===== src/rtl/irq_pending_ctrl_pkg.sv =====
// Shared constants and FSM encoding for the interrupt pending/handshake stage.
package irq_pending_ctrl_pkg;

    localparam int REQ_W = 4;
    localparam int ID_W  = 2;

    typedef enum logic [1:0] {
        ST_IDLE    = 2'd0,
        ST_PRESENT = 2'd1,
        ST_GAP     = 2'd2
    } state_e;

    // One-hot mask selecting the pending bit for a request index.
    function automatic logic [REQ_W-1:0] id_onehot(input logic [ID_W-1:0] id);
        logic [REQ_W-1:0] v;
        v     = '0;
        v[id] = 1'b1;
        return v;
    endfunction

endpackage


===== src/rtl/irq_pending_ctrl_if.sv =====
// Request, encoder-loop and consumer handshake signals of irq_pending_ctrl.
interface irq_pending_ctrl_if;
    import irq_pending_ctrl_pkg::*;

    logic [REQ_W-1:0] req;
    logic [REQ_W-1:0] mask;
    logic [REQ_W-1:0] enc_i;
    logic [ID_W-1:0]  enc_y;
    logic             enc_v;
    logic             irq_valid;
    logic [ID_W-1:0]  irq_id;
    logic             irq_ack;
    logic [REQ_W-1:0] pending;

    // The block itself.
    modport slave (
        input  req, mask, enc_y, enc_v, irq_ack,
        output enc_i, irq_valid, irq_id, pending
    );

    // Surroundings: request sources, encoder and consumer.
    modport master (
        output req, mask, enc_y, enc_v, irq_ack,
        input  enc_i, irq_valid, irq_id, pending
    );

endinterface


===== src/rtl/irq_edge_capture.sv =====
// Request capture: previous-req register, rise detection and the sticky
// pending register where a new rise beats a same-cycle clear.
module irq_edge_capture
    import irq_pending_ctrl_pkg::*;
#(
    parameter int EDGE_MODE = 1
) (
    input  logic             clk,
    input  logic             rst_n,
    input  logic [REQ_W-1:0] req_i,
    input  logic [REQ_W-1:0] clr_i,
    output logic [REQ_W-1:0] pending_o
);

    logic [REQ_W-1:0] req_d_q;
    logic [REQ_W-1:0] pending_q;
    logic [REQ_W-1:0] pending_d;
    logic [REQ_W-1:0] rise;
    logic             armed_q;

    // Rise detection. req_d clears in reset, so the first edge after release
    // is used only to learn the current req level: lines already high when
    // reset lifts are not treated as new edges.
    always_comb begin
        rise = '0;
        if (EDGE_MODE != 0) begin
            if (armed_q) rise = req_i & ~req_d_q;
        end else begin
            rise = req_i;
        end
        pending_d = (pending_q & ~clr_i) | rise;
    end

    // Capture registers.
    always_ff @(posedge clk) begin
        if (!rst_n) begin
            req_d_q   <= '0;
            pending_q <= '0;
            armed_q   <= 1'b0;
        end else begin
            req_d_q   <= req_i;
            pending_q <= pending_d;
            armed_q   <= 1'b1;
        end
    end

    assign pending_o = pending_q;

endmodule


===== src/rtl/irq_pending_ctrl.sv =====
// Pending-request capture feeding an external 4-to-2 priority encoder, and a
// non-preemptive valid/ack presentation of the encoder's choice.
module irq_pending_ctrl
    import irq_pending_ctrl_pkg::*;
#(
    parameter int EDGE_MODE  = 1,
    parameter int GAP_CYCLES = 1   // legal 1..3
) (
    input  logic               clk,
    input  logic               rst_n,
    irq_pending_ctrl_if.slave  bus
);

    localparam logic [1:0] GAP_LOAD = 2'(GAP_CYCLES);

    state_e           state_q, state_d;
    logic             irq_valid_q, irq_valid_d;
    logic [ID_W-1:0]  irq_id_q, irq_id_d;
    logic [1:0]       gap_q, gap_d;
    logic [REQ_W-1:0] clr;
    logic [REQ_W-1:0] pending;

    irq_edge_capture #(
        .EDGE_MODE (EDGE_MODE)
    ) u_capture (
        .clk       (clk),
        .rst_n     (rst_n),
        .req_i     (bus.req),
        .clr_i     (clr),
        .pending_o (pending)
    );

    assign bus.enc_i     = pending & ~bus.mask;
    assign bus.pending   = pending;
    assign bus.irq_valid = irq_valid_q;
    assign bus.irq_id    = irq_id_q;

    // Handshake FSM: sample encoder in IDLE, hold in PRESENT until ack,
    // then let the cleared pending settle through the encoder during GAP.
    always_comb begin
        state_d     = state_q;
        irq_valid_d = irq_valid_q;
        irq_id_d    = irq_id_q;
        gap_d       = gap_q;
        clr         = '0;
        case (state_q)
            ST_IDLE: begin
                if (bus.enc_v) begin
                    irq_id_d    = bus.enc_y;
                    irq_valid_d = 1'b1;
                    state_d     = ST_PRESENT;
                end
            end
            ST_PRESENT: begin
                if (bus.irq_ack) begin
                    clr         = id_onehot(irq_id_q);
                    irq_valid_d = 1'b0;
                    gap_d       = GAP_LOAD;
                    state_d     = ST_GAP;
                end
            end
            ST_GAP: begin
                gap_d = gap_q - 2'd1;
                if (gap_q <= 2'd1) begin
                    gap_d   = '0;
                    state_d = ST_IDLE;
                end
            end
            default: begin
                irq_valid_d = 1'b0;
                gap_d       = '0;
                state_d     = ST_IDLE;
            end
        endcase
    end

    // FSM and presentation registers.
    always_ff @(posedge clk) begin
        if (!rst_n) begin
            state_q     <= ST_IDLE;
            irq_valid_q <= 1'b0;
            irq_id_q    <= '0;
            gap_q       <= '0;
        end else begin
            state_q     <= state_d;
            irq_valid_q <= irq_valid_d;
            irq_id_q    <= irq_id_d;
            gap_q       <= gap_d;
        end
    end

endmodule


===== src/flat_wrapper.sv =====
// flat-port wrapper written by rule: the top's interface ports become plain ports
module irq_pending_ctrl_flat import irq_pending_ctrl_pkg::*;
#(
    parameter int EDGE_MODE  = 1,
    parameter int GAP_CYCLES = 1                
)
  (clk, rst_n, bus_req, bus_mask, bus_enc_y, bus_enc_v, bus_irq_ack, bus_enc_i, bus_irq_valid, bus_irq_id, bus_pending);
  irq_pending_ctrl_if bus_i ();
  input  logic clk;
  input  logic rst_n;
  input wire logic [$bits(bus_i.req)-1:0] bus_req;
  input wire logic [$bits(bus_i.mask)-1:0] bus_mask;
  input wire logic [$bits(bus_i.enc_y)-1:0] bus_enc_y;
  input wire logic [$bits(bus_i.enc_v)-1:0] bus_enc_v;
  input wire logic [$bits(bus_i.irq_ack)-1:0] bus_irq_ack;
  output wire logic [$bits(bus_i.enc_i)-1:0] bus_enc_i;
  output wire logic [$bits(bus_i.irq_valid)-1:0] bus_irq_valid;
  output wire logic [$bits(bus_i.irq_id)-1:0] bus_irq_id;
  output wire logic [$bits(bus_i.pending)-1:0] bus_pending;
  assign bus_i.req = bus_req;
  assign bus_i.mask = bus_mask;
  assign bus_i.enc_y = bus_enc_y;
  assign bus_i.enc_v = bus_enc_v;
  assign bus_i.irq_ack = bus_irq_ack;
  assign bus_enc_i = bus_i.enc_i;
  assign bus_irq_valid = bus_i.irq_valid;
  assign bus_irq_id = bus_i.irq_id;
  assign bus_pending = bus_i.pending;
  irq_pending_ctrl #(.EDGE_MODE(EDGE_MODE), .GAP_CYCLES(GAP_CYCLES)) u_core (.clk(clk), .rst_n(rst_n), .bus(bus_i));
endmodule

===== config.mk =====
export PLATFORM = sky130hd
export DESIGN_NAME = irq_pending_ctrl_flat
export DESIGN_NICKNAME = d
export VERILOG_FILES = /design/src/rtl/irq_pending_ctrl_pkg.sv /design/src/rtl/irq_pending_ctrl_if.sv /design/src/rtl/irq_edge_capture.sv /design/src/rtl/irq_pending_ctrl.sv /design/src/flat_wrapper.sv
export SDC_FILE = /design/constraint.sdc
export NUM_CORES = 1
export LEC_CHECK = 0
export ABC_CLOCK_PERIOD_IN_PS = 2400
export CORE_MARGIN = 2
export CORE_UTILIZATION = 45
export CTS_CLUSTER_SIZE = 28
export DETAILED_ROUTE_END_ITERATION = 16
export GPL_TIMING_DRIVEN = 0
export PLACE_DENSITY = 0.82
export SLEW_MARGIN = 5
export SYNTH_ARGS = -nofsm -noshare
export SYNTH_HDL_FRONTEND = slang
export SYNTH_HIERARCHICAL = 1
export SYNTH_SLANG_ARGS = --single-unit

===== constraint.sdc =====
create_clock -name clk -period 2.4 [get_ports clk]
set_input_delay 0.48 -clock clk [delete_from_list [all_inputs] [get_ports clk]]
set_output_delay 0.48 -clock clk [all_outputs]
set_load 0.01 [all_outputs]

* Yosys cells after proc, flatten, opt, wreduce, memory -nomap -nowiden
Index checks and enable logic that the tools add are counted.
Operators by class: eq/ne operators 5, $add $sub $neg 1, bitwise logic cells 9, reduce and logical (&&, ||, !) cells 6, multiplexer cells 16, order comparisons 3
Operators by type and width (count):
- 4-bit AND | 3
- 4-bit two-way mux | 3
- 4-bit inverter | 3
- 2-bit one-hot mux with 3 select lines | 2
- 2-bit two-way mux | 5
- 3-bit AND reduction | 2
- 1-bit two-way mux | 4
- 2-bit inequality test, second input constant | 2
- 4-bit bitwise OR | 1
- 2-bit AND reduction | 2
- 2-bit by 3-bit less-than comparator with 1-bit output, second input constant | 1
- 1-bit one-hot mux with 3 select lines | 1
- 1-bit demux with 2-bit select | 1
- 2-bit by 1-bit equality test with 1-bit output, second input constant | 1
- 2-bit equality test, second input constant | 1
- 2-bit by 1-bit greater-or-equal comparator with 1-bit output, second input constant | 1
- 2-bit by 1-bit less-or-equal comparator with 1-bit output, second input constant | 1
- 2-bit zero test | 1
- 2-bit by 1-bit inequality test with 1-bit output, second input constant | 1
- 1-bit inverter | 2
- 2-bit by 1-bit subtractor with 2-bit output, second input constant | 1
- 1-bit logical AND | 1
Storage, ports and cells: input port bits 14, word-level logic and storage cells 47, bits in registers 16, output and inout port bits 11

* Depth between registers and ports, before layout
depth after elaboration 9, mapped depth 6, depth with buffers taken out 6

* Modules after synthesis
Netlist, hierarchy kept.
Modules (own cells, without submodules):
- irq_pending_ctrl | area an instance 452.9 sq um, instances 1, cells each 57, seq. area each 140.1 sq um
- irq_edge_capture | area an instance 301.5 sq um, instances 1, cells each 26, seq. area each 180.2 sq um

* Worst setup path after synthesis
Ideal clock, no wire load.
path type flip-flop to flip-flop, start register u_core.state_q[1], end register u_core.state_q[0], library setup time 119 ps, arrival time 1081 ps, stages on the path, launching flop included 6, data required time 2281 ps, period minus slack after synthesis 1199 ps, slack 1201 ps, buffers on the path 0, cell sequence dfxtp_1 > inv_1 > ha_1 > nand2b_4 > and3_1 > o221a_1
Between the ends: word-level cells in the longest chain between the ends 3, elaborated cells on any way between the ends 8, classes of those cells 5 x eq/ne; 1 x mux; 2 x reduce/logical
RTL lines:
- from (decl) | line irq_pending_ctrl.sv:16 | state_e state_q, state_d;
- from (signal assigned) | line irq_pending_ctrl.sv:85 | state_q <= state_d;
- 2-bit equality test (tied with other cells) | line irq_pending_ctrl.sv:46 | case (state_q)
- 2-bit by 1-bit inequality test with 1-bit output (no source line) / 2-bit inequality test (equally long branches)
- 3-bit AND reduction (no source line)
Several ways; a longest one is shown, not always the timed one. A chain may end at the register's enable or synchronous reset.

* Worst setup path after layout
start input port bus_mask[0], end output port bus_enc_i[0]
Between the ends: word-level cells in the longest chain between the ends 2
RTL lines:
- from (decl) | line flat_wrapper.sv:12 | input wire logic [$bits(bus_i.mask)-1:0] bus_mask;
- 4-bit inverter | line irq_pending_ctrl.sv:33 | assign bus.enc_i = pending & ~bus.mask;
- 4-bit AND | line irq_pending_ctrl.sv:33
- to (decl) | line flat_wrapper.sv:16 | output wire logic [$bits(bus_i.enc_i)-1:0] bus_enc_i;
No other way between the ends.

==> impl_metrics.py <==
metrics = {
    "run_status": {
        "outcome": "finished clean",
    },
    "placed_design": {
        "place_ws_ns": 0.390,
        "place_hpwl_mm": 1.19,
        "placed_cells": 123,
        "gp_congestion": 0.776,
        "portBuffers": 24,
    },
    "timing": {
        "max_freq_mhz": 499,
        "rsz0062_at_grt": "no",
        "hold_viol_final": 0,
        "setup_viol": 0,
        "tns_ns": 0,
        "finClkSkew_ns": 0.00440,
        "slew_violations": 0,
        "max-slew-margin-rel_pct": 76.4,
        "worst_slack_ns": 0.397,
        "worstMarginPinSlew_ns": 0.354,
        "period_share_pct": 83.5,
        "final.min_clock_period_ns": 2.00,
    },
    "critical_path": {
        "cpMostUsedCell": "clkdlybuf4s50_1",
        "crit_buf_inv": 2,
        "slowest_stage": "clkdlybuf4s50_1",
        "cp.required_ns": 1.92,
        "critPathArrivalTime_ns": 1.52,
        "worst-setup-path-type": "in -> out",
        "setup.worst_path.start_class": "input pin",
        "cp_top_family": "buffers and inverters",
        "end_kind": "output port",
        "cp_cell_sequence": "clkdlybuf4s50_1 -> nor2b_1 -> clkdlybuf4s50_1",
        "cpPeakStageDelay_ns": 0.54,
        "crit_path_max_fanout": 1,
    },
    "cells_and_area": {
        "n_antenna_cell": 0,
        "instances_no_fill": 126,
        "final_cell_mix": "clkdlybuf4s50_1, dfxtp_1, nand2_1",
        "final_common_cell": "clkdlybuf4s50_1",
        "area_growth_pct": 37.5,
        "drive_gt1_share_pct": 9.09,
        "finalNetCount": 131,
    },
    "yosys": {
        "synth_edf_count": 0,
        "yosysSeqAreaShare_pct": 42.5,
        "ys_seq_elements": 16,
        "synthArstFlopShare_pct": 0,
        "synth_cells": 83,
        "synth_warnings": 6,
        "syn_nets": 102,
        "ys.flop_type": "dfxtp_1",
        "synth_area_per_cell_um2": 9.09,
        "yosysUniqueCellTypes": 24,
        "syn_area_um2": 754,
    },
    "power": {
        "ir_drop_mv": 0.372,
        "leakagePower_nw": 0.431,
        "p_per_area_nw_per_um2": 540,
    },
    "routing": {
        "drcViolationCount": 0,
        "wl_mm": 1.51,
        "drt_iter0_drc": 5,
        "viasPerCell": 5.30,
        "wl_per_cell_um": 12.0,
        "via_count": 668,
        "ant_nets": 0,
        "first_pass_iters": 5,
    },
    "grt": {
        "grt_use_total_pct": 17.5,
        "grt_pass1_vias": 673,
        "overflow": 0,
        "antenna_found_initial": 0,
        "grt_pass1_wl_mm": 2.64,
        "grt_max_degree": 11,
    },
    "clock_network": {
        "cts-buffers-inserted": 3,
        "clockBufferDepth": 2,
        "cts_tree": "done",
        "cts-root-buf": "clkbuf_4",
        "cts_setup_buffers": 0,
        "insertion_delay_ns": 0.27,
        "clk_pin_slew_ns": 0.08,
        "cts_resized": 0,
        "htreeDepth": 1,
        "cts_sinks": 16,
        "hold_buffers": 0,
    },
    "die": {
        "core_area_um2": 1540,
        "die_w_um": 44.9,
        "io_pins": 25,
        "chipHeight_um": 44.9,
        "start_util_pct": 48.9,
        "die_area_um2": 2020,
        "row_count": 14,
    },
    "min_path": {
        "worstHoldPathType": "reg -> reg",
    },
    "run": {
        "drv_cap": 0,
    },
}
## where the power goes
group / internal [mW] / total, mW / switching [mW]
registers: 0.284 / 0.299 / 0.0144
logic: 0.0754 / 0.133 / 0.0579
clock network: 0.0580 / 0.129 / 0.0706
## final cells by class
class	instances	area [um2]
multi-input combinational	60	400
sequential	16	320
tap	16	20.0
buffer	2	15.0
inverter	5	18.8
timing repair buffer	24	240
clock buffer	3	22.5
fill	129	504
## worst min-delay path, delay by kind of cell (launching register included)
family	cells	cell delay, ns
DFF	1	0.30
and+or+nand+nor	2	0.13
## registers in the layout, indices dropped and copies added (netlist names)
register	cells
u_core/bus.irq_id	2
u_core/bus.irq_valid	1
u_core/gap_q	2
u_core/state_q	2
u_core/u_capture/armed_q	1
u_core/u_capture/pending_o	4
u_core/u_capture/req_d_q	4
## cells by family after synthesis
group,count (synthesis),share of synthesized area [%]
multiplexers,1,1.33
adder cells (fa/ha/maj),5,8.29
flip-flops,16,42.5
AND/OR/NAND/NOR,46,35.8
AO/OA/AOI/OAI,8,7.63
buffers and inverters,7,4.48
## through the flow
| stage | utilization [%] | total power [mW] | hold WS, ns | cell area [um2] |
|---|---|---|---|---|
| finish | 67.3 | 0.561 | 0.477 | 1040 |
| global route | 67.3 | 0.600 | 0.511 | 1040 |
| detailed placement | 65.8 | 0.438 | 0.466 | 1010 |
| floorplan | - | 0.373 | 0.445 | 754 |
| CTS | 67.3 | 0.571 | 0.482 | 1040 |
| global placement | 65.8 | 0.433 | 0.455 | 1010 |
## final timing paths
kind,cells after the start,from,slack [ns],endpoint
worst max-delay path,3,bus_mask[0],0.40,bus_enc_i[0]
worst min-delay path,2,u_core/u_capture/req_d_q[3],0.48,u_core/u_capture/pending_o[3]
worst max register to register,5,u_core/state_q[1],1.06,u_core/state_q[0]
worst min register to register,2,u_core/u_capture/req_d_q[3],0.48,u_core/u_capture/pending_o[3]
## cells in the mapped netlist (2+ instances only)
cell type | count | area (um2)
nand2_1 | 14 | 52.6
dfxtp_1 | 16 | 320
nor3_1 | 2 | 10.0
nand4b_1 | 5 | 43.8
nor2b_1 | 5 | 31.3
and2_2 | 4 | 30.0
a31oi_1 | 2 | 12.5
a21boi_1 | 2 | 15.0
nor2_1 | 4 | 15.0
inv_1 | 5 | 18.8
nand3b_1 | 4 | 30.0
nand3_1 | 4 | 20.0
ha_1 | 5 | 62.6
## routing by layer
layer | global-route usage, % | routed length, um
met1 | 19.2 | 652
met5 | 0 | 0
met3 | 4.80 | 119
met4 | 5.29 | 0
met2 | 32.3 | 738
Note: power is estimated with default switching activity, not from simulation.
